==> src/rtl/pb_classify.sv <==
// pb_classify: synchronizes and debounces a push-button, then classifies presses.
// Define PB_DOUBLE_CLICK_EN to add the GAP state and double-click detection.
module pb_classify #(
    parameter int DEBOUNCE_CYCLES = 16,
    parameter int LONG_CYCLES     = 1000,
    parameter int GAP_CYCLES      = 250
) (
    input  logic clk,
    input  logic rst_n,
    input  logic PB,
    output logic pressed,
    output logic short_press,
    output logic long_press,
    output logic double_click
);

    localparam int DB_W   = $clog2(DEBOUNCE_CYCLES + 1);
    localparam int HOLD_W = $clog2(LONG_CYCLES);

    localparam logic [DB_W-1:0]   DB_MAX    = DB_W'(DEBOUNCE_CYCLES);
    localparam logic [HOLD_W-1:0] HOLD_LAST = HOLD_W'(LONG_CYCLES - 2);

    if (DEBOUNCE_CYCLES < 1 || LONG_CYCLES < 2 || GAP_CYCLES < 2) begin : g_bad_params
        $error("pb_classify: parameter out of legal range");
    end

    typedef enum logic [1:0] {
        IDLE,
        HELD,
        WAIT_REL,
        GAP
    } state_t;

    logic            sync1;
    logic            pb_s;
    logic            pb_db;
    logic            pb_db_nxt;
    logic            pb_prev;
    logic [DB_W-1:0] db_cnt;

    // The count must already sit at DB_MAX when one more differing sample
    // arrives, giving a fixed 2+DEBOUNCE_CYCLES latency from the pin.
    always_comb begin
        pb_db_nxt = pb_db;
        if (pb_s != pb_db && db_cnt == DB_MAX)
            pb_db_nxt = pb_s;
    end

    always_ff @(posedge clk) begin
        if (!rst_n) begin
            sync1   <= 1'b1;
            pb_s    <= 1'b1;
            pb_db   <= 1'b1;
            pb_prev <= 1'b1;
            db_cnt  <= '0;
            pressed <= 1'b0;
        end else begin
            sync1   <= PB;
            pb_s    <= sync1;
            pb_db   <= pb_db_nxt;
            pb_prev <= pb_db;
            pressed <= ~pb_db_nxt;
            if (pb_s == pb_db || db_cnt == DB_MAX)
                db_cnt <= '0;
            else
                db_cnt <= db_cnt + DB_W'(1);
        end
    end

    logic press_ev;
    logic rel_ev;

    assign press_ev = pb_prev & ~pb_db;
    assign rel_ev   = ~pb_prev & pb_db;

    state_t              state;
    logic [HOLD_W-1:0]   hold_cnt;

`ifdef PB_DOUBLE_CLICK_EN
    localparam int GAP_W = $clog2(GAP_CYCLES);
    localparam logic [GAP_W-1:0] GAP_LAST = GAP_W'(GAP_CYCLES - 2);

    logic [GAP_W-1:0] gap_cnt;
`else
    assign double_click = 1'b0;
`endif

    always_ff @(posedge clk) begin
        if (!rst_n) begin
            state       <= IDLE;
            hold_cnt    <= '0;
            short_press <= 1'b0;
            long_press  <= 1'b0;
`ifdef PB_DOUBLE_CLICK_EN
            gap_cnt      <= '0;
            double_click <= 1'b0;
`endif
        end else begin
            short_press <= 1'b0;
            long_press  <= 1'b0;
`ifdef PB_DOUBLE_CLICK_EN
            double_click <= 1'b0;
`endif
            unique case (state)
                IDLE: begin
                    if (press_ev) begin
                        state    <= HELD;
                        hold_cnt <= '0;
                    end
                end
                HELD: begin
                    hold_cnt <= hold_cnt + HOLD_W'(1);
                    if (hold_cnt == HOLD_LAST) begin
                        long_press <= 1'b1;
                        state      <= WAIT_REL;
                        hold_cnt   <= '0;
                    end else if (rel_ev) begin
                        hold_cnt <= '0;
`ifdef PB_DOUBLE_CLICK_EN
                        state    <= GAP;
                        gap_cnt  <= '0;
`else
                        short_press <= 1'b1;
                        state       <= IDLE;
`endif
                    end
                end
                WAIT_REL: begin
                    if (pb_db) begin
                        state    <= IDLE;
                        hold_cnt <= '0;
                    end
                end
`ifdef PB_DOUBLE_CLICK_EN
                GAP: begin
                    gap_cnt <= gap_cnt + GAP_W'(1);
                    if (press_ev) begin
                        double_click <= 1'b1;
                        state        <= WAIT_REL;
                        gap_cnt      <= '0;
                    end else if (gap_cnt == GAP_LAST) begin
                        short_press <= 1'b1;
                        state       <= IDLE;
                        gap_cnt     <= '0;
                    end
                end
`endif
                default: begin
                    state    <= IDLE;
                    hold_cnt <= '0;
                end
            endcase
        end
    end

endmodule

==> config.mk <==
export PLATFORM = sky130hd
export DESIGN_NAME = pb_classify
export DESIGN_NICKNAME = d
export VERILOG_FILES = /design/src/rtl/pb_classify.sv
export SDC_FILE = /design/constraint.sdc
export NUM_CORES = 1
export LEC_CHECK = 0
export CELL_PAD_IN_SITES_DETAIL_PLACEMENT = 1
export CELL_PAD_IN_SITES_GLOBAL_PLACEMENT = 1
export CORE_MARGIN = 1.5
export CORE_UTILIZATION = 40
export DETAILED_ROUTE_END_ITERATION = 10
export GPL_ROUTABILITY_DRIVEN = 0
export HOLD_SLACK_MARGIN = 0.12
export PLACE_DENSITY = 0.72
export SYNTH_ARGS = -nofsm -noshare
export SYNTH_HDL_FRONTEND = slang
export SYNTH_SLANG_ARGS = --single-unit
export TNS_END_PERCENT = 5
==> constraint.sdc <==
create_clock -name clk -period 2.2 [get_ports clk]
set_input_delay 0.22 -clock clk [delete_from_list [all_inputs] [get_ports clk]]
set_output_delay 0.22 -clock clk [all_outputs]
set_load 0.02 [all_outputs]
== Word-level counts from Yosys, hierarchy flattened ==
Cells that the tools add are included.
Operators by class
  add/subtract/negate cells: 2
  equality and inequality tests: 9
  muxes and demuxes: 13
  bitwise logic cells: 7
  reduce and logical (&&, ||, !) cells: 8
Operators with widths (count)
  2-to-1 mux 10 bit: 4
  one-hot mux 10 bit (3 select lines): 1
  adder 10 x 1 -> 10 bit, second input constant: 1
  == test 10 bit, second input constant: 1
  2-to-1 mux 2 bit: 4
  one-hot mux 2 bit (3 select lines): 1
  adder 5 x 1 -> 5 bit, second input constant: 1
  == test 5 bit, second input constant: 1
  NOT 1 bit: 5
  inequality test 2 bit, second input constant: 2
  AND reduction 2 bit: 2
  2-to-1 mux 1 bit: 3
  inequality test 3 bit, second input constant: 1
  AND reduction 3 bit: 1
  OR reduction 3 bit: 1
  bitwise AND 1 bit: 2
  == test 2 x 1 -> 1 bit, second input constant: 1
  == test 2 bit, second input constant: 1
  logical NOT 2 bit: 1
  OR reduction 2 bit: 1
  == test 1 bit: 1
  logical AND 1 bit: 1
  logical OR 1 bit: 1
  inequality test 1 bit: 1
Word-level totals
  bits in registers: 24
  input port bits: 3
  output and inout port bits: 4
  word-level logic and storage cells: 49

== Depth between registers and ports, before layout ==
  word-level depth: 5
  mapped depth: 6
  gate-level depth less buffers: 6

== Worst setup path before layout ==
No wires, ideal clock.
  kind: register to register
  start point: register hold_cnt[0]
  end point: register hold_cnt[0]
  data arrival time: 1.385 ns
  required time: 2.066 ns
  path slack: 0.682 ns
  stages on the path, launching flop included: 7
  cell sequence: dfxtp_1 inv_1 ha_1 nor4bb_1 nand3_1 a21oi_2 nor3_1
Between the ends
  cells in the longest elaborated chain, start to end: 4
  elaborated cells on any way between the ends: 5
Ends and longest elaborated chain
  start, declared: line 77  | logic [HOLD_W-1:0] hold_cnt;
  start signal, assigned: line 112  | hold_cnt <= hold_cnt + HOLD_W'(1);
  adder 10 x 1 -> 10 bit: line 112
  2-to-1 mux 10 bit: line 117  | end else if (rel_ev) begin
  2-to-1 mux 10 bit *: line 113  | if (hold_cnt == HOLD_LAST) begin
  one-hot mux 10 bit (3 select lines) *: line 104  | unique case (state)
Every way passes the cells marked *; elsewhere a longest branch is shown, timed or not.
A chain may end at the register's enable or synchronous reset.

== Worst setup path after layout ==
  start point: register hold_cnt[0]
  end point: register hold_cnt[5]
The elaborated chain is that of the path after synthesis.

==> impl_metrics.tcl <==
set metrics [dict create \
    power_density_nw_per_um2 588 \
    synth_cells 109 \
    syn_nets 116 \
    clock_latency_ns 0.31 \
    largest_reg_flops 10 \
    status "finished clean" \
    hold_path_class "register to register" \
    required_ns 2.39 \
    drive_above_1_share_pct 9.57 \
    cp.arrival_ns 1.97 \
    stdcell_count 145 \
    ys_ff_latch 24 \
    worst_ir_drop_vdd_mv 0.288 \
    path_class "register to register" \
    crit_chain "inv_1 -> ha_1 -> nor4bb_1 -> nand3_1 -> a21oi_2 -> nor3_1" \
    skew_ns 0.00338 \
    synth_edf_count 0 \
    period_needed_ns 1.78 \
    nets 124 \
    fp.dieH_um 54.7 \
    drc 0 \
    worstMarginPinSlew_ns 0.530 \
    max_clock_freq_mhz 563 \
    grt_max_degree 13 \
    grt_pass1_wl_um 3510 \
    reg2reg_depth 6 \
    rsz0062_at_grt "no" \
    r2r-start "hold_cnt[0]" \
    synth.area.top_cells "dfxtp_1 (45%), xor2_1 (6.5%), ha_1 (4.7%)" \
    fin_setup_tns_ns 0 \
    grt_overflow 0 \
    wire_per_inst_um 14.1 \
    critPathBufInv 1 \
    cts_tree "built" \
    yosysTopAreaCell "dfxtp_1" \
    die_area_um2 3000 \
    place_inst 142 \
    die_w_um 54.7 \
    clockRootBuffer "clkbuf_4" \
    min_to "pb_s" \
    dpl_cell_area_um2 1150 \
    path_clk_slew_ns 0.12 \
    antenna_found_initial 0 \
    fp-row-count 18 \
    ys_async_sr_fraction_pct 0 \
    setup_viol 0 \
    min_from "sync1" \
    slew_headroom_pct 64.7 \
    crit_path_max_incr_delay_ns 0.47 \
    io_pins 7 \
    cts_buffers 3 \
    drt_pass1_iterations 2 \
    cp-start-kind "register" \
    maxCapViolCount 0 \
    dp_hpwl_um 1550 \
    p_total_uw 687 \
    whs_path_depth 1 \
    grt_pass1_vias 802 \
    cts_sinks 24 \
    cts_setup_buffers 0 \
    hold_buffers 0 \
    layout_worst_path_cycle_share_pct 80.8 \
    synth.avg_cell_area_um2 9.83 \
    reg_top3 "hold_cnt x10, db_cnt x5, state x2" \
    path_delay_family "simple AND/OR/NAND/NOR gates" \
    cts_buffer_depth 2 \
    drt_iter0_markers 6 \
    wl_um 2040 \
    timing.rr.end "hold_cnt[5]" \
    worst-r2r-setup-slack_ns 0.42 \
    cellLeakagePower_uw 0.000418 \
    post_cts_resized 0 \
    cp_max_fo 10 \
    start_util_pct 42.8 \
    synthTopCellsByCount "dfxtp_1 (24), xor2_1 (8), nand3_1 (7), nor2_1 (7), nor3_1 (7)" \
    vias_per_cell 5.46 \
    ant_nets 0 \
    largest_register "hold_cnt" \
    yosys_warnings 0 \
    fillers 295 \
    synth_ff_type "dfxtp_1" \
    fin_area_um2 1170 \
    ys_seq_area_share_pct 44.9 \
    portBuffers 5 \
    synth_top_area_share_pct 44.9 \
    finalMaxSlewViolations 0 \
    insertedDiodeCount 0 \
    track_usage_pct 16.6 \
    vias 792 \
    mappedNetlistArea_um2 1070 \
    final_hold_viol_count 0 \
    slowest_stage "a21oi_2" \
    htreeDepth 1 \
    post-synth-top-count-cell "dfxtp_1" \
    core_area_um2 2500 \
    worst_setup_path_end_kind "register" \
    synthDistinctLibCells 35 \
    area_growth_syn_to_layout_pct 9.23 \
]
worst max-delay path by stage:
stage                     start           to  slack [ns]  cells past startpoint
finish              hold_cnt[0]  hold_cnt[5]        0.42                      6
global route        hold_cnt[0]  hold_cnt[5]        0.18                      6
CTS                 hold_cnt[0]  hold_cnt[5]        0.40                      6
detailed placement  hold_cnt[0]  hold_cnt[5]        0.40                      6
global placement    hold_cnt[0]  hold_cnt[0]        0.54                      6
floorplan           hold_cnt[0]  hold_cnt[0]        0.68                      6
placed cells by master, fill, tap and decap left out, types with 2 or more instances in the layout:
| master | instances |
|---|---|
| dfxtp_1 | 24 |
| xor2_1 | 8 |
| nand3_1 | 7 |
| nor2_1 | 7 |
| nor3_1 | 7 |
| inv_1 | 6 |
| o21ai_0 | 5 |
| clkdlybuf4s50_1 | 5 |
| nand2_1 | 4 |
| ha_1 | 4 |
| or3_1 | 3 |
| nand2b_1 | 3 |
| clkbuf_4 | 3 |
| nor2b_1 | 2 |
| and4_1 | 2 |
| a211oi_2 | 2 |
| o2111ai_1 | 2 |
| xnor2_1 | 2 |
| a21oi_1 | 2 |
| and3_1 | 2 |
routing by layer:
| metal | wire (um) | vias up | share of wire [%] | GRT usage (%) |
|---|---|---|---|---|
| met4 | 34 | 0 | 1.7 | 7.50 |
| met5 | 0 | - | 0 | 0 |
| met3 | 48 | 4 | 2.4 | 3.28 |
| li1 | - | 395 | - | - |
| met2 | 1010 | 7 | 50 | 28.0 |
| met1 | 941 | 386 | 46 | 20.2 |
stage by stage:
stage	worst slack [ns]	hold WS, ns	util, %
floorplan	0.682	0.293	-
global placement	0.536	0.407	45.9
detailed placement	0.404	0.402	45.9
CTS	0.402	0.437	46.8
global route	0.182	0.463	46.8
finish	0.423	0.427	46.8
cell families (layout without fill, tap and decap cells):
logic type | count (synthesis) | after routing | share of synthesized area (%)
simple gates | 44 | 44 | 24.4
flops | 24 | 24 | 44.9
compound gates | 17 | 17 | 13.4
xor+xnor | 10 | 10 | 8.18
buf+inv | 8 | 14 | 3.15
fa+ha+maj | 4 | 4 | 4.67
other cells | 1 | 1 | 0.350
mux | 1 | 1 | 0.935
power breakdown:
part           internal [uW]  switching [uW]  total [uW]
Sequential               442            6.83         449
Clock                   64.0             125         189
Combinational           18.2            31.7        49.9
Total                    524             163         687
layout make-up:
type / count / area [um2] / share of cell area (%)
multi-input combinational: 77 / 557 / 47.6
sequential: 24 / 480 / 41.1
timing repair buffer: 5 / 50.0 / 4.28
inverter: 6 / 22.5 / 1.93
tap: 30 / 37.5 / 3.21
clock buffer: 3 / 22.5 / 1.93
Power figures use the tool's default switching activity.
